[config.mk]
export PLATFORM = sky130hd
export DESIGN_NAME = otter_mem_ctrl
export DESIGN_NICKNAME = d
export VERILOG_FILES = /design/src/rtl/otter_mem_pkg.sv /design/src/rtl/otter_load_align.sv /design/src/rtl/otter_mem_ctrl.sv
export SDC_FILE = /design/constraint.sdc
export NUM_CORES = 1
export LEC_CHECK = 0
export BUFFER_PORTS_ARGS = -buffer_cell sky130_fd_sc_hd__buf_2
export CAP_MARGIN = 20
export CORE_MARGIN = 5
export CORE_UTILIZATION = 33
export DETAILED_ROUTE_END_ITERATION = 10
export SLEW_MARGIN = 20
export SYNTH_ARGS = -nofsm -noshare
export SYNTH_HDL_FRONTEND = slang
export SYNTH_SLANG_ARGS = --single-unit
export TNS_END_PERCENT = 20
[constraint.sdc]
create_clock -name CLK -period 2.8 [get_ports CLK]
set_input_delay 0.14 -clock CLK [delete_from_list [all_inputs] [get_ports CLK]]
set_output_delay 0.14 -clock CLK [all_outputs]
set_load 0.03 [all_outputs]
[src/rtl/otter_mem_pkg.sv]
// otter_mem_pkg
//   Shared types and helpers for the OTTER memory sequencer.
//   - mem_state_t : sequencer states
//   - F3_*        : funct3 access-size codes
//   - IR_NOP      : instruction register reset value (addi x0,x0,0)
//   - store_be / store_wdata / misaligned : access-size helpers
package otter_mem_pkg;

   typedef enum logic [1:0] {
      ST_IDLE  = 2'd0,
      ST_FETCH = 2'd1,
      ST_DATA  = 2'd2,
      ST_TRAP  = 2'd3
   } mem_state_t;

   localparam logic [2:0] F3_B  = 3'b000;
   localparam logic [2:0] F3_H  = 3'b001;
   localparam logic [2:0] F3_W  = 3'b010;
   localparam logic [2:0] F3_BU = 3'b100;
   localparam logic [2:0] F3_HU = 3'b101;

   localparam logic [31:0] IR_NOP = 32'h0000_0013;

   // funct3[1:0] alone selects the size: 00 byte, 01 half, anything else word.
   // This also maps the unused codes (011, 110, 111) onto word accesses.
   function automatic logic [3:0] store_be(input logic [2:0] f3, input logic [1:0] a);
      logic [3:0] be;
      case (f3[1:0])
         2'b00:   be = 4'b0001 << a;
         2'b01:   be = a[1] ? 4'b1100 : 4'b0011;
         default: be = 4'hF;
      endcase
      return be;
   endfunction

   function automatic logic [31:0] store_wdata(input logic [2:0] f3, input logic [31:0] d);
      logic [31:0] w;
      case (f3[1:0])
         2'b00:   w = {4{d[7:0]}};
         2'b01:   w = {2{d[15:0]}};
         default: w = d;
      endcase
      return w;
   endfunction

   function automatic logic misaligned(input logic [2:0] f3, input logic [1:0] a);
      logic m;
      case (f3[1:0])
         2'b00:   m = 1'b0;
         2'b01:   m = a[0];
         default: m = (a != 2'b00);
      endcase
      return m;
   endfunction

endpackage

[src/rtl/otter_load_align.sv]
// otter_load_align
//   Combinational load aligner: selects the byte/half lane from a bus word
//   and sign- or zero-extends it according to funct3.
//   Ports:
//     rdata  in  32  raw bus read word
//     a      in  2   low address bits of the load
//     funct3 in  3   access size / signedness
//     dout   out 32  aligned, extended load value
module otter_load_align
   import otter_mem_pkg::*;
(
   input  logic [31:0] rdata,
   input  logic [1:0]  a,
   input  logic [2:0]  funct3,
   output logic [31:0] dout
);

   logic [7:0]  byte_v;
   logic [15:0] half_v;

   always_comb begin
      case (a)
         2'd0:    byte_v = rdata[7:0];
         2'd1:    byte_v = rdata[15:8];
         2'd2:    byte_v = rdata[23:16];
         default: byte_v = rdata[31:24];
      endcase
      // Halfword lane uses a[1] only; a[0] is ignored here.
      half_v = a[1] ? rdata[31:16] : rdata[15:0];

      case (funct3)
         F3_B:    dout = {{24{byte_v[7]}}, byte_v};
         F3_BU:   dout = {24'd0, byte_v};
         F3_H:    dout = {{16{half_v[15]}}, half_v};
         F3_HU:   dout = {16'd0, half_v};
         default: dout = rdata;
      endcase
   end

endmodule

[src/rtl/otter_mem_ctrl.sv]
// otter_mem_ctrl
//   Memory sequencer between the OTTER control-unit FSM and a req/ack bus.
//   One bus transaction per request; a fetch and a data request seen together
//   run back to back (fetch first). mem_busy stalls the FSM.
//   Optional feature: define MISALIGN_TRAP_EN to reject misaligned accesses
//   with mem_err instead of silently forcing the low address bits.
//   Ports:
//     CLK, RST_N                  clock, async active-low reset
//     memRDEN1 / addr1            instruction fetch request
//     memRDEN2 / memWE2 / addr2   load / store request, din2 store data
//     ir14_12                     funct3 of the data access
//     ir, dout2                   last fetched word, last load result
//     mem_busy, mem_err           stall, sticky fault
//     bus_req/we/addr/be/wdata    registered bus request
//     bus_ack, bus_rdata          bus completion strobe and read data
module otter_mem_ctrl
   import otter_mem_pkg::*;
#(
   parameter int          TIMEOUT_CYC = 255,
   parameter logic [31:0] IR_RST      = IR_NOP
) (
   input  logic        CLK,
   input  logic        RST_N,
   input  logic        memRDEN1,
   input  logic        memRDEN2,
   input  logic        memWE2,
   input  logic [2:0]  ir14_12,
   input  logic [31:0] addr1,
   input  logic [31:0] addr2,
   input  logic [31:0] din2,
   output logic [31:0] ir,
   output logic [31:0] dout2,
   output logic        mem_busy,
   output logic        mem_err,
   output logic        bus_req,
   output logic        bus_we,
   output logic [31:0] bus_addr,
   output logic [3:0]  bus_be,
   output logic [31:0] bus_wdata,
   input  logic        bus_ack,
   input  logic [31:0] bus_rdata
);

`ifdef MISALIGN_TRAP_EN
   localparam logic TRAP_EN = 1'b1;
`else
   localparam logic TRAP_EN = 1'b0;
`endif

   localparam logic       TO_EN  = (TIMEOUT_CYC != 0);
   localparam logic [7:0] TO_LIM = 8'(TIMEOUT_CYC);

   mem_state_t  state, nxt;
   logic [31:0] addr_d, din_d;
   logic [2:0]  f3_d;
   logic        we_d, pend_d;
   logic [7:0]  cnt, cnt_inc;

   logic        ack, tmo, data_req, any_req;
   logic [31:0] sel_addr, sel_din;
   logic [2:0]  sel_f3;
   logic        sel_we, sel_mis, fetch_mis;
   logic        issue_fetch, issue_data, trap;
   logic [31:0] load_val;

   // An ack with no request outstanding is not a completion.
   assign ack      = bus_ack & bus_req;
   assign data_req = memRDEN2 | memWE2;
   assign any_req  = memRDEN1 | data_req;
   assign cnt_inc  = (cnt == 8'hFF) ? cnt : cnt + 8'd1;
   // Abort on the edge that would make the wait count reach the limit, so
   // bus_req stays high exactly TIMEOUT_CYC cycles.
   assign tmo      = TO_EN && bus_req && !ack && (cnt_inc == TO_LIM);

   // Data access source: live inputs when starting from idle, the latched
   // copy when it follows a fetch. Store wins over load.
   always_comb begin
      if (state == ST_IDLE) begin
         sel_addr = addr2;
         sel_din  = din2;
         sel_f3   = ir14_12;
         sel_we   = memWE2;
      end else begin
         sel_addr = addr_d;
         sel_din  = din_d;
         sel_f3   = f3_d;
         sel_we   = we_d;
      end
      sel_mis   = TRAP_EN && misaligned(sel_f3, sel_addr[1:0]);
      fetch_mis = TRAP_EN && (addr1[1:0] != 2'b00);
   end

   always_ff @(posedge CLK or negedge RST_N) begin
      if (!RST_N) state <= ST_IDLE;
      else        state <= nxt;
   end

   always_comb begin
      nxt = state;
      case (state)
         ST_IDLE: begin
            if (memRDEN1)      nxt = fetch_mis ? ST_TRAP : ST_FETCH;
            else if (data_req) nxt = sel_mis ? ST_TRAP : ST_DATA;
         end
         ST_FETCH: begin
            if (ack)      nxt = !pend_d ? ST_IDLE : (sel_mis ? ST_TRAP : ST_DATA);
            else if (tmo) nxt = ST_IDLE;
         end
         ST_DATA: begin
            if (ack || tmo) nxt = ST_IDLE;
         end
         default: nxt = ST_IDLE;
      endcase
   end

   always_comb begin
      mem_busy    = (state != ST_IDLE);
      issue_fetch = (state == ST_IDLE) && (nxt == ST_FETCH);
      issue_data  = (state != ST_DATA) && (nxt == ST_DATA);
      trap        = (nxt == ST_TRAP);
   end

   otter_load_align u_align (
      .rdata  (bus_rdata),
      .a      (addr_d[1:0]),
      .funct3 (f3_d),
      .dout   (load_val)
   );

   always_ff @(posedge CLK or negedge RST_N) begin
      if (!RST_N) begin
         ir        <= IR_RST;
         dout2     <= 32'd0;
         mem_err   <= 1'b0;
         bus_req   <= 1'b0;
         bus_we    <= 1'b0;
         bus_addr  <= 32'd0;
         bus_be    <= 4'd0;
         bus_wdata <= 32'd0;
         addr_d    <= 32'd0;
         din_d     <= 32'd0;
         f3_d      <= 3'd0;
         we_d      <= 1'b0;
         pend_d    <= 1'b0;
         cnt       <= 8'd0;
      end else begin
         // A new request clears the sticky fault; a fault raised on the same
         // edge (trap) takes precedence because it is assigned later.
         if (state == ST_IDLE && any_req) mem_err <= 1'b0;
         if (trap || tmo)                 mem_err <= 1'b1;

         if (state == ST_IDLE && data_req) begin
            addr_d <= addr2;
            din_d  <= din2;
            f3_d   <= ir14_12;
            we_d   <= memWE2;
         end

         if (issue_fetch)                             pend_d <= data_req;
         else if (state != ST_IDLE && (ack || tmo))   pend_d <= 1'b0;

         if (state != nxt) cnt <= 8'd0;
         else if (bus_req) cnt <= cnt_inc;

         if (issue_fetch) begin
            bus_req  <= 1'b1;
            bus_we   <= 1'b0;
            bus_addr <= {addr1[31:2], 2'b00};
            bus_be   <= 4'hF;
         end else if (issue_data) begin
            bus_req  <= 1'b1;
            bus_we   <= sel_we;
            bus_addr <= {sel_addr[31:2], 2'b00};
            bus_be   <= sel_we ? store_be(sel_f3, sel_addr[1:0]) : 4'hF;
            if (sel_we) bus_wdata <= store_wdata(sel_f3, sel_din);
         end else if (ack || tmo || trap) begin
            bus_req <= 1'b0;
            bus_we  <= 1'b0;
         end

         if (state == ST_FETCH && ack)         ir    <= bus_rdata;
         if (state == ST_DATA && ack && !we_d) dout2 <= load_val;
      end
   end

endmodule
* Yosys cells after proc, flatten, opt, wreduce, memory -nomap -nowiden *
Cells that the tools add are included.

word-level totals
  flip-flop bits (word level) = 214
  output and inout bits = 136

cells by class
  add/subtract/negate cells = 1
  equality and inequality tests = 15
  shift-type cells = 1
  multiplexer cells = 34
  bitwise gates (word level) = 4
  reduce and logical (&&, ||, !) cells = 26

operators with widths
  kind                   number
  $mux W32               4
  $pmux W32 S4           1
  $pmux W32 S2           1
  $mux W8                3
  $pmux W8 S3            1
  $eq A8 B8 Y1 const B   2
  $mux W16               1
  $mux W4                4
  $mux W2                7
  $logic_and A1 B1 Y1    10
  $mux W1                10
  $reduce_bool A2 Y1     5
  $add A8 B1 Y8 const B  1
  $eq A2 B1 Y1 const B   4
  $eq A2 B2 Y1 const B   4
  $pmux W4 S2            1
  $eq A3 B3 Y1 const B   2
  $logic_not A2 Y1       3
  $pmux W2 S3            1
  $shl A1 B2 Y4 const A  1
  $eq A3 B1 Y1 const B   1
  $logic_not A3 Y1       1
  $logic_or A1 B1 Y1     3
  $reduce_and A3 Y1      1
  7 further kinds        9

* Logic depth before layout (Yosys ltp) *
Gate-level depths: netlist of the first run.

  word-level depth = 12
  mapped depth = 10
  depth with buffers taken out = 6

* Modules after synthesis *
A second synthesis of the first run with hierarchy kept.

unflattened totals
  cell total of the unflattened synthesis = 1139
  area total of the unflattened synthesis = 10373.7 um^2

by module, submodules not included
  module            times used  cells each  area an instance (um^2)  sequential area each (um^2)
  otter_mem_ctrl    1           1006        9404.0                   5308.8
  otter_load_align  1           133         969.7                    0.0

* Worst setup path after synthesis of the first run *
Ideal clock, no wire load.

  path type = flip-flop to flip-flop
  start point = register cnt[0]
  end point = register cnt[7]
  library setup time = 0.135 ns
  arrival time = 1.959 ns
  path slack = 0.706 ns
  cell stages (with the launch flop) = 7
  period minus slack after synthesis = 2.094 ns
  cell sequence = dfrtp_1 ha_1 nand4_2 or4_4 a2111oi_4 buf_6 a21oi_1

on the way
  word-level cells in the longest chain between the ends = 9
  elaborated cells on any way between the ends = 14
  classes of those cells = 1 x add/sub; 3 x eq/ne; 7 x mux; 3 x reduce/logical

ends and longest elaborated chain
  element                                               line                                          RTL
  start: declaration                                    otter_mem_ctrl.sv:57                          logic [7:0] cnt, cnt_inc;
  start signal: assignment                              otter_mem_ctrl.sv:163                         else if (bus_req) cnt <= cnt_inc;
  $add A8 B1 Y8 / $eq A8 B8 Y1 (equally long branches)  otter_mem_ctrl.sv:70                          assign cnt_inc = (cnt == 8'hFF) ? cnt : cnt + 8'd1;
  $mux W8 *                                             otter_mem_ctrl.sv:70
  $eq A8 B8 Y1                                          otter_mem_ctrl.sv:73                          assign tmo = TO_EN && bus_req && !ack && (cnt_inc == TO_LIM);
  $logic_and A1 B1 Y1                                   otter_mem_ctrl.sv:73
  $mux W2 / $logic_or A1 B1 Y1 (equally long branches)  otter_mem_ctrl.sv:107, otter_mem_ctrl.sv:110
  $mux W2, on equally long branches                     otter_mem_ctrl.sv:106, otter_mem_ctrl.sv:110
  $pmux W2 S3                                           otter_mem_ctrl.sv:100                         case (state)
  $ne A2 B2 Y1                                          otter_mem_ctrl.sv:162                         if (state != nxt) cnt <= 8'd0;
  $mux W8 / $reduce_bool A2 Y1 (equally long branches)  n/a

Every way passes the cells marked *; elsewhere a longest branch is shown, timed or not. The select of a mux whose other input is x is not followed.
A chain may end at the register's enable or synchronous reset.

* Final worst setup path of the first run *
  start point = register state[0]
  end point = register bus_addr[16]

on the way
  word-level cells in the longest chain between the ends = 6
  elaborated cells on any way between the ends = 18
  classes of those cells = 5 x eq/ne; 9 x mux; 4 x reduce/logical

ends and longest elaborated chain
  element                                                line                                          RTL
  start: declaration                                     otter_mem_ctrl.sv:53                          mem_state_t state, nxt;
  start signal: assignment                               otter_mem_ctrl.sv:95                          else state <= nxt;
  $mux W2, on equally long branches                      otter_mem_ctrl.sv:107, otter_mem_ctrl.sv:103
  $mux W2, on equally long branches                      otter_mem_ctrl.sv:106, otter_mem_ctrl.sv:102
  $pmux W2 S3                                            otter_mem_ctrl.sv:100
  $eq A2 B1 Y1 / $eq A2 B2 Y1 (equally long branches)    otter_mem_ctrl.sv:118, otter_mem_ctrl.sv:119
  $logic_and A1 B1 Y1, on equally long branches          otter_mem_ctrl.sv:118, otter_mem_ctrl.sv:119
  $mux W32 / $reduce_bool A2 Y1 (equally long branches)  n/a
  end signal: assignment                                 otter_mem_ctrl.sv:168                         bus_addr <= {addr1[31:2], 2'b00};
  end signal: assignment                                 otter_mem_ctrl.sv:173                         bus_addr <= {sel_addr[31:2], 2'b00};
  end: declaration                                       otter_mem_ctrl.sv:37                          output logic [31:0] bus_addr,

Several ways; a longest one is shown, not always the timed one. The select of a mux whose other input is x is not followed.

==> qor.csv, run 1 <==
metric;value;unit
status;finished, final reports clean;
#FFs+latches synth;212;
Routability Congestion;0.807;
RSZ-0062 raised after global routing;no;
sequential cell area;5310;µm²
Pwr Total;16.9;mW
RR Endpoint;bus_addr[16];
CP Capture Point;bus_addr[16];
Pleak;6.46;nW
CTS tree;yes;
Critical Path Fanout Max;30;
Worst Max-Slew Pin Slew;0.800;ns
clock share of power;0.181;
die area;33800;µm²
Main synth FF type;dfrtp_1;
clk slew on worst S/H paths;0.06;ns
max frequency;370;MHz
startpoint type of the worst setup path;flop;
main combinational cell family by area after synthesis;multiplexers;
worst skew pair latency;0.51;ns
initial antenna violation count;4;
worst endpoint required time;3.19;ns
Placed Area;11700;µm²
post-route setup TNS;0;ns
register-to-register path setup slack;0.1;ns
Syn Inst Count;932;
first-pass GRT wire length;49300;µm
Starting DRT DRC Count;419;
synth unique cells;60;
clock skew;0.00775;ns
# IOs;273;
Finished Core Util;0.466;
DRC violations left;0;
H-tree levels;1;
Detailed Place HPWL;21100;µm
WL final;31300;µm
multiplexer share of the synthesized area;0.175;
vias in the first global route;8905;
chip width;184;µm
final hold vios;0;
initial core utilization;0.335;
Nets;1462;
maximum capacitance violations;0;
max-slew violation count;0;
worst r2r src;state[0];
row cnt;63;
Internal Dissipation;9.53;mW
area of the multi-input gates;4300;µm²
Switching Power;7.34;mW
sequential share of the synthesized area;0.533;
Final setup viols;0;
Synth Warn #;0;
clock buffer depth;3;
layout cells sized above 1;0.350;
Final Cell Area;13900;µm²
Final ANT Viol Nets;0;
Reg2Reg Depth;7;
Avg Cell Area, Syn;10.7;µm²
via count;8658;
post-layout minimum cycle time;2.70;ns
TritonCTS Buffers;25;
Area Overhead vs Synth;39.0;%
Seq pwr share;0.329;
fillers;2738;
Die Span Y;184;µm
simple-gate portion of the synthesized area;0.113;
root buffer cell;clkbuf_16;
Synth Area in Compound Gates;0.137;
worst ir drop on vdd;667;µV
Post-Synth XOR/XNOR Area;0.00264;
synthesized area;9970;µm²
clock sinks;212;
adder-cell share of the synthesized area;0.00126;
Core ar.;29700;µm²
Worst EP arrival;3.09;ns
Final period util;0.965;
Overflow after GRT;0;
CP startpoint;state[0];
vias per cell;5.00;
pwr dens;1220;nW/µm²
Net Sw Frac;0.435;
Tot GR Track Use;0.179;
# Post-CTS Setup Buffers;0;
Worst slew margin;0.466;
crit end category;flop;
worst hold slack;0.143;ns
Buffers on Ports;268;
Post-synth ARST share;1.00;
post-DR wirelength/cell;18.1;µm
number of enable flip-flop cells after synthesis;0;
hold crit path type;in -> reg;
combinational fraction of design power;0.490;
largest net degree at the start of global routing;79;
Detailed Routing Iterations Pass 1;4;
kind of critical path;reg -> reg;
[metrics by stage]
| stage | worst slack [ns] | std cells |
|---|---|---|
| after global placement | 0.509 | 1551 |
| after CTS | 0.0961 | 1729 |
| after global routing | 0.0235 | 1732 |
| after floorplan | 0.706 | 933 |
| final | 0.0980 | 1732 |
| after detailed placement | 0.502 | 1551 |
[routing by layer]
layer,part of all wire,GRT usage,vias up
li1,-,-,4094
met1,0.43,0.236,4209
met2,0.46,0.294,292
met3,0.079,0.0457,61
met4,0.028,0.0521,2
met5,0.00042,0,-
[registers in the layout (all words and copies together), names as in the netlist, 3 cells and up]
name,flops
ir,32
din_d,32
dout2,32
cnt,8
bus_addr,30
bus_be,4
bus_wdata,32
f3_d,3
addr_d,32
[cells in the mapped netlist, types with 3 or more instances]
master	number	area, µm²
dfrtp_1	209	5230
clkbuf_1	37	139
nand2_1	184	691
o21ai_0	52	260
xnor2_1	3	26.3
a21o_1	3	22.5
nand3b_1	3	22.5
buf_2	12	60.1
mux2i_1	39	390
mux2_2	116	1310
o22ai_1	5	31.3
a21oi_1	79	395
buf_6	9	101
o31a_1	4	35.0
nor3_1	4	20.0
a221o_1	30	300
buf_4	3	22.5
o211ai_1	4	30.0
nand3_1	23	115
dfstp_2	3	78.8
o21ai_1	10	50.1
nor2_1	34	128
inv_1	10	37.5
a31oi_1	11	68.8
[cell families (layout without fill, tap and decap cells)]
kind of cell    count (synthesis)  in the layout
fa+ha+maj                       1              1
simple gates                  266            266
buf+inv                        75            481
mux                           158            158
flops                         212            212
other cells                     1              5
compound gates                216            216
xor+xnor                        3              3
[power by group through the flow]
stage	sequential [mW]	clock, mW	combinational, mW
after floorplan	7.12	0	4.14
after global placement	5.53	0	7.98
after detailed placement	5.57	0	8.11
after CTS	5.55	3.14	8.31
after global routing	5.75	3.27	8.95
final	5.55	3.05	8.26
[cell type report]
class	instances	area share
Clock buffer	39	0.0540
Tap cell	390	0.0352
Timing Repair Buffer	428	0.212
Antenna cell	3	0.000542
Multi-Input combinational cell	646	0.310
Sequential cell	212	0.383
Inverter	11	0.00298
Clock inverter	3	0.00126
[worst max-delay path, stage by stage, from the launching register on]
cell and delay [ns]:
dfrtp_2 0.47, nor2_4 0.15, inv_2 0.15, o32a_1 0.42
and2_1 0.21, buf_4 0.26, a221o_1 0.33, dlygate4sd3_1 0.57
[placed cells by master (no fill, tap or decap), types with 3 or more instances in the layout]
cell type / count
a21oi_1: 79
a221o_1: 30
a31oi_1: 11
buf_12: 4
buf_2: 267
buf_4: 20
clkbuf_1: 7
clkbuf_16: 25
clkbuf_8: 7
dfrtp_1: 207
dfstp_2: 3
diode_2: 3
dlygate4sd3_1: 136
inv_1: 10
mux2_2: 116
mux2i_1: 39
nand2_1: 184
nand3_1: 23
nand3b_1: 3
nor2_1: 32
nor3_1: 4
o211ai_1: 4
o21ai_0: 52
o21ai_1: 10
o22ai_1: 5
o31a_1: 4
xnor2_1: 3
[worst min-delay path by stage]
stage,start,to,slack (ns),cells past startpoint
6_report,memRDEN2,pend_d,0.14,5
5_1_grt,memRDEN2,pend_d,0.18,5
4_1_cts,memRDEN2,pend_d,0.12,5
3_5_place_dp,RST_N,ir[20],0.18,1
3_3_place_gp,RST_N,ir[20],0.18,1
2_1_floorplan,RST_N,addr_d[0],-0.16,0
[timing repair]
item	4_1_cts	5_1_grt
resized for setup	0	1
hold buffers	136	0
setup endpoints to repair	0	3
hold endpoints to repair	233	0
Note: power is estimated with default switching activity, not from simulation.
==> run 2: changes to the inputs <==
--- a/config.mk
+++ b/config.mk
@@ -7,6 +7,7 @@
 export LEC_CHECK = 0
 export BUFFER_PORTS_ARGS = -buffer_cell sky130_fd_sc_hd__buf_2
 export CAP_MARGIN = 20
+export CORE_ASPECT_RATIO = 0.9
 export CORE_MARGIN = 5
 export CORE_UTILIZATION = 33
 export DETAILED_ROUTE_END_ITERATION = 10
==> run 2 against run 1 <==
First-iteration DRC count increased by 17%. Flip-flop and latch count unchanged. Sequential power about the same. Via count grew 0.46%. Register-to-register slack about the same.
==> qor.csv, run 2 (same netlist as run 1, synthesis figures left out) <==
metric;value;unit;change
status;finished, final reports clean;;unchanged
Worst slew margin;0.539;;was 0.466
CP bufs+invs;3;;unchanged
CP max stage delay;0.58;ns;was 0.57 ns
post-layout minimum cycle time;2.72;ns;was 2.70 ns
vias per cell;4.97;;was 5.00
layout cells sized above 1;0.350;;about the same
Final period util;0.970;;was 0.965
H-tree levels;1;;unchanged
clock skew;0.0223;ns;was 0.00775 ns
RR Endpoint;bus_addr[24];;was bus_addr[16]
row cnt;60;;was 63
max-slew violation count;0;;unchanged
Routability Congestion;0.812;;was 0.807
maximum capacitance violations;0;;unchanged
leading cell type in the layout, fill and taps excluded;buf_2;;unchanged
Area Overhead vs Synth;40.6;%;was 39.0%
Switching Power;7.40;mW;was 7.34 mW
Worst EP arrival;3.10;ns;was 3.09 ns
WL final;31600;µm;was 31300 µm
register-to-register path setup slack;0.08;ns;was 0.1 ns
worst skew pair latency;0.52;ns;was 0.51 ns
final hold vios;0;;unchanged
Layout Cells excl Fill;1751;;was 1732
Worst Max-Slew Pin Slew;0.689;ns;was 0.800 ns
Net Sw Frac;0.428;;was 0.435
Detailed Routing Iterations Pass 1;4;;unchanged
Starting DRT DRC Count;491;;was 419
worst ir drop on vdd;652;µV;was 667 µV
TritonCTS Buffers;24;;was 25
Core ar.;29900;µm²;was 29700 µm²
clock buffer depth;3;;unchanged
clk slew on worst S/H paths;0.06;ns;about the same
first-pass GRT wire length;51200;µm;was 49300 µm
post-DR wirelength/cell;18.1;µm;about the same
initial antenna violation count;1;;was 4
Pleak;6.53;nW;was 6.46 nW
Tot GR Track Use;0.183;;was 0.179
Seq pwr share;0.320;;was 0.329
initial core utilization;0.334;;was 0.335
stages on the worst setup path;7;;unchanged
CP Capture Point;bus_addr[24];;was bus_addr[16]
CP max-delay cell;dlygate4sd3_1;;unchanged
Post-Place Worst Slack;0.312;ns;was 0.502 ns
kind of critical path;reg -> reg;;unchanged
Final setup viols;0;;unchanged
pwr dens;1230;nW/µm²;was 1220 nW/µm²
Reg2Reg Depth;7;;unchanged
startpoint type of the worst setup path;flop;;unchanged
vias in the first global route;9076;;was 8905
die area;33800;µm²;about the same
Detailed Place HPWL;21000;µm;was 21100 µm
Die Span Y;175;µm;was 184 µm
Nets;1468;;was 1462
most frequent cells in the layout;buf_2 (267), dfrtp_1 (207), nand2_1 (184);;unchanged
worst r2r src;state[0];;unchanged
Critical Path Fanout Max;30;;unchanged
DRC violations left;0;;unchanged
combinational fraction of design power;0.488;;was 0.490
CP cell instances;nor2_4, inv_4, o32a_1, and2_1, buf_4, a221o_1, dlygate4sd3_1;;was nor2_4, inv_2, o32a_1, and2_1, buf_4, a221o_1, dlygate4sd3_1
Final ANT Viol Nets;0;;unchanged
root buffer cell;clkbuf_16;;unchanged
worst endpoint required time;3.19;ns;about the same
Overflow after GRT;0;;unchanged
clock share of power;0.192;;was 0.181
Largest delay share family, worst path;buffers and inverters;;unchanged
CTS tree;yes;;unchanged
clock sinks;212;;unchanged
Internal Dissipation;9.87;mW;was 9.53 mW
max frequency;368;MHz;was 370 MHz
# IOs;273;;unchanged
largest net degree at the start of global routing;76;;was 79
CP startpoint;state[0];;unchanged
hold crit path type;in -> reg;;unchanged
Inst Count DP;1564;;was 1551
chip width;193;µm;was 184 µm
Worst Setup Slack, final;0.0848;ns;was 0.0980 ns
via count;8698;;was 8658
Buffers on Ports;268;;unchanged
crit end category;flop;;unchanged
run 2: metrics by stage:
stage / power (mW) / TNS [ns] / hold slack (ns) / instance area [µm²] / util
final: 17.3 / 0 / 0.145 / 14000 / 0.469
after global routing: 18.4 / -0.000577 / 0.177 / 14000 / 0.469
after CTS: 17.4 / 0 / 0.113 / 14000 / 0.469
after detailed placement: 13.7 / 0 / 0.165 / 11700 / 0.393
after global placement: 13.5 / 0 / 0.164 / 11700 / 0.393
after floorplan: 11.3 / 0 / -0.156 / 9970 / -
run 2: routing by layer:
layer | wire (µm) | part of all wire | global-route usage
met1 | 14000 | 0.44 | 0.246
met2 | 14700 | 0.47 | 0.300
met3 | 2160 | 0.068 | 0.0451
met4 | 775 | 0.025 | 0.0448
met5 | 0 | 0 | 0
run 2: worst min-delay path: stages:
cell,delay [ns]
buf_2,0.09
nor2_1,0.11
nor3_1,0.15
a31oi_1,0.06
o21ai_0,0.08
run 2: how the worst min path moves through the flow:
stage,start,to,slack [ns],depth (start not counted)
global route,memRDEN2,pend_d,0.18,5
detailed placement,RST_N,ir[11],0.17,1
finish,memRDEN2,pend_d,0.14,5
CTS,memRDEN2,pend_d,0.11,5
floorplan,RST_N,addr_d[0],-0.16,0
global placement,RST_N,ir[11],0.16,1
run 2: repair_timing:
item	4_1_cts	5_1_grt
hold buffers	143	0
endpoints found under the hold margin	232	0
setup buffers	0	0
resized for setup	0	3
setup endpoints to repair	0	10
run 2: power by group through the flow:
stage | combinational, mW | sequential [mW] | clock, mW
finish | 8.42 | 5.53 | 3.31
global route | 9.12 | 5.74 | 3.55
CTS | 8.48 | 5.52 | 3.42
detailed placement | 8.16 | 5.55 | 0
global placement | 8.03 | 5.51 | 0
floorplan | 4.14 | 7.12 | 0
run 2: final cells by class:
class	count	area (µm²)
antenna	2	5.00
clock buffer	36	726
clock inverter	6	119
fill	2814	15900
inverter	11	43.8
multi-input combinational	646	4300
sequential	212	5310
tap	403	504
timing repair buffer	435	3000
==> run 3: changes to the inputs <==
--- a/config.mk
+++ b/config.mk
@@ -5,7 +5,7 @@
 export SDC_FILE = /design/constraint.sdc
 export NUM_CORES = 1
 export LEC_CHECK = 0
-export BUFFER_PORTS_ARGS = -buffer_cell sky130_fd_sc_hd__buf_2
+export BUFFER_PORTS_ARGS = -buffer_cell sky130_fd_sc_hd__clkbuf_2
 export CAP_MARGIN = 20
 export CORE_ASPECT_RATIO = 0.9
 export CORE_MARGIN = 5
@@ -14,5 +14,6 @@
 export SLEW_MARGIN = 20
 export SYNTH_ARGS = -nofsm -noshare
 export SYNTH_HDL_FRONTEND = slang
+export SYNTH_HIERARCHICAL = 1
 export SYNTH_SLANG_ARGS = --single-unit
 export TNS_END_PERCENT = 20
==> constraint.sdc (replaced) <==
create_clock -name CLK -period 3.3 [get_ports CLK]
set_input_delay 0.165 -clock CLK [delete_from_list [all_inputs] [get_ports CLK]]
set_output_delay 0.165 -clock CLK [all_outputs]
set_load 0.03 [all_outputs]
==> run 3 against run 2 <==
Combinational power decreased by 15%. Largest cell class unchanged. Cell count increased by 10%. Sequential share of layout area decreased by 0.53 points.
==> qor.csv, run 3 <==
metric;value;unit;change
initial core utilization;0.335;;was 0.334
met1 Use GR;0.251;;was 0.246
Largest delay share family, worst path;compound AO/OA/AOI/OAI gates;;was buffers and inverters
DRC violations left;0;;unchanged
layout cells sized above 1;0.253;;was 0.350
#FFs+latches synth;212;;unchanged
crit end category;flop;;unchanged
Core ar.;31000;µm²;was 29900 µm²
Routability Congestion;0.806;;was 0.812
CP bufs+invs;1;;was 3
leading cell type in the layout, fill and taps excluded;nand2_1;;was buf_2
Internal Dissipation;7.83;mW;was 9.87 mW
max-slew violation count;0;;unchanged
Final setup viols;0;;unchanged
hold crit path type;in -> reg;;unchanged
kind of critical path;reg -> reg;;unchanged
first-pass GRT wire length;52100;µm;was 51200 µm
post-layout minimum cycle time;2.57;ns;was 2.72 ns
GR met2 Demand/Resource;0.298;;was 0.300
die area;35100;µm²;was 33800 µm²
Synth Warn #;6;;was 0
most frequent cell after synthesis;nand2_1;;was dfrtp_1
post-DR wirelength/cell;17.2;µm;was 18.1 µm
Switching Power;6.68;mW;was 7.40 mW
Worst slew margin;0.332;;was 0.539
CP max stage delay;0.80;ns;was 0.58 ns
pwr dens;1020;nW/µm²;was 1230 nW/µm²
synthesized area;10400;µm²;was 9970 µm²
combinational fraction of design power;0.495;;was 0.488
clock skew;0.0334;ns;was 0.0223 ns
max frequency;389;MHz;was 368 MHz
WHS Endpoint;f3_d[1];;was pend_d
root buffer cell;clkbuf_16;;unchanged
fillers;2954;;was 2814
Worst Max-Slew Pin Slew;1.00;ns;was 0.689 ns
H-tree levels;1;;unchanged
CP cell instances;nor2_8, inv_2, nand2_1, a21o_2, o21ai_0;;was nor2_4, inv_4, o32a_1, and2_1, buf_4, a221o_1, dlygate4sd3_1
chip width;197;µm;was 193 µm
Most Used Layer, Global Route;met2;;unchanged
Die Span Y;178;µm;was 175 µm
Area Overhead vs Synth;36.9;%;was 40.6%
post-route setup TNS;0;ns;unchanged
Avg Cell Area, Syn;9.11;µm²;was 10.7 µm²
Final ANT Viol Nets;0;;unchanged
via count;9556;;was 8698
hold path startpoint;memRDEN2;;unchanged
sequential share of the synthesized area;0.512;;was 0.533
initial antenna violation count;3;;was 1
Finished Core Util;0.458;;was 0.469
Post-synth top cells;nand2_1 (450), dfrtp_1 (209), a21oi_1 (68);;was dfrtp_1 (209), nand2_1 (184), mux2_2 (116)
Syn Inst Count;1139;;was 932
CTS tree;yes;;unchanged
Worst EP arrival;2.93;ns;was 3.10 ns
worst r2r src;state[1];;was state[0]
row cnt;61;;was 60
worst skew pair latency;0.54;ns;was 0.52 ns
TritonCTS Buffers;26;;was 24
vias per cell;4.94;;was 4.97
final hold vios;0;;unchanged
diode count;0;;was 2
clock buffer depth;3;;unchanged
RSZ-0062 raised after global routing;no;;
Tot GR Track Use;0.183;;about the same
Buffers on Ports;268;;unchanged
Seq pwr share;0.317;;was 0.320
stages on the worst setup path;5;;was 7
Starting DRT DRC Count;519;;was 491
Detailed Routing Iterations Pass 1;7;;was 4
Critical Path Fanout Max;63;;was 30
Final period util;0.780;;was 0.970
worst ir drop on vdd;516;µV;was 652 µV
Nets;1646;;was 1468
Placed Area;12000;µm²;was 11700 µm²
clock sinks;212;;unchanged
met3 Usage GRT;0.0395;;was 0.0451
# IOs;273;;unchanged
Overflow after GRT;0;;unchanged
CP max-delay cell;a21o_2;;was dlygate4sd3_1
Post-synth ARST share;1.00;;unchanged
Synth area leaders;dfrtp_1 (50%), nand2_1 (16%), mux2_2 (3.5%);;was dfrtp_1 (52%), mux2_2 (13%), nand2_1 (6.9%)
Detailed Place HPWL;22300;µm;was 21000 µm
status;finished, final reports clean;;unchanged
Synth top area share;0.504;;was 0.525
Pleak;7.11;nW;was 6.53 nW
most frequent cells in the layout;nand2_1 (450), clkbuf_2 (267), dfrtp_1 (209);;was buf_2 (267), dfrtp_1 (207), nand2_1 (184)
WL final;33200;µm;was 31600 µm
Main synth FF type;dfrtp_1;;unchanged
register-to-register path setup slack;0.73;ns;was 0.08 ns
number of enable flip-flop cells after synthesis;0;;unchanged
clk slew on worst S/H paths;0.06;ns;about the same
worst endpoint required time;3.66;ns;was 3.19 ns
cell taking the most area after synthesis;dfrtp_1;;unchanged
hold depth;4;;was 5
clock share of power;0.188;;was 0.192
RR Endpoint;bus_wdata[4];;was bus_addr[24]
startpoint type of the worst setup path;flop;;unchanged
Final Cell Area;14200;µm²;was 14000 µm²
synth unique cells;61;;was 60
Net Sw Frac;0.461;;was 0.428
largest net degree at the start of global routing;99;;was 76
vias in the first global route;9295;;was 9076
maximum capacitance violations;0;;unchanged
Reg2Reg Depth;5;;was 7
-- run 3: power groups by stage --
| stage | Clock [mW] | Sequential, mW | Combinational [mW] |
|---|---|---|---|
| 3_5_place_dp | 0 | 4.62 | 7.12 |
| 5_1_grt | 2.89 | 4.75 | 7.88 |
| 6_report | 2.72 | 4.60 | 7.19 |
| 2_1_floorplan | 0 | 5.81 | 3.85 |
| 3_3_place_gp | 0 | 4.61 | 7.01 |
| 4_1_cts | 2.80 | 4.60 | 7.26 |
-- run 3: worst max path at each step --
| stage | end | start | slack (ns) |
|---|---|---|---|
| global route | bus_wdata[4] | state[1] | 0.46 |
| floorplan | bus_addr[23] | bus_req | 1.33 |
| finish | bus_wdata[4] | state[1] | 0.73 |
| CTS | bus_addr[25] | state[1] | 0.70 |
| global placement | bus_addr[31] | state[1] | 0.75 |
| detailed placement | bus_wdata[28] | state[1] | 0.71 |
-- run 3: worst register-to-register path, stage by stage (launching register included) --
cell and delay (ns):
dfrtp_1 0.48, nor2_8 0.46, inv_2 0.26, nand2_1 0.14
a21o_2 0.80, o21ai_0 0.26
-- run 3: stage by stage --
stage                     power (mW)  instances  hold WS (ns)  setup slack [ns]
after global routing            15.5       1933         0.196             0.464
after detailed placement        11.7       1755         0.270             0.710
final                           14.5       1933         0.191             0.727
after global placement          11.6       1755         0.282             0.755
after floorplan                 9.66       1140        -0.131              1.33
after CTS                       14.7       1933         0.175             0.702
-- run 3: cell type report --
class                           count  area [µm²]  area share
Sequential cell                   212        5310       0.374
Clock inverter                      6        50.0     0.00352
Multi-Input combinational cell    831        4620       0.326
Tap cell                          409         512      0.0360
Inverter                           17        63.8     0.00449
Clock buffer                       38         766      0.0539
Timing Repair Buffer              420        2880       0.203
-- run 3: cells by family after synthesis --
kind of cell    share of synthesized area
compound gates                      0.137
xor+xnor                          0.00253
fa+ha+maj                         0.00121
buf+inv                            0.0458
flops                               0.512
mux                                0.0930
other cells                      0.000361
simple gates                        0.208
-- run 3: repair_timing --
action | in CTS | in global routing
setup buffers | 0 | 0
hold endpoints to repair | 226 | 0
gates resized for setup | 0 | 0
hold buffers | 134 | 0
endpoints found under the setup margin | 0 | 0
-- run 3: routing by layer --
layer  wire length (µm)  part of all wire  vias to the layer above
li1                   -                 -                     4575
met4                858             0.026                        6
met2              15100              0.45                      378
met5                 34            0.0010                        -
met1              14500              0.44                     4532
met3               2740             0.082                       65
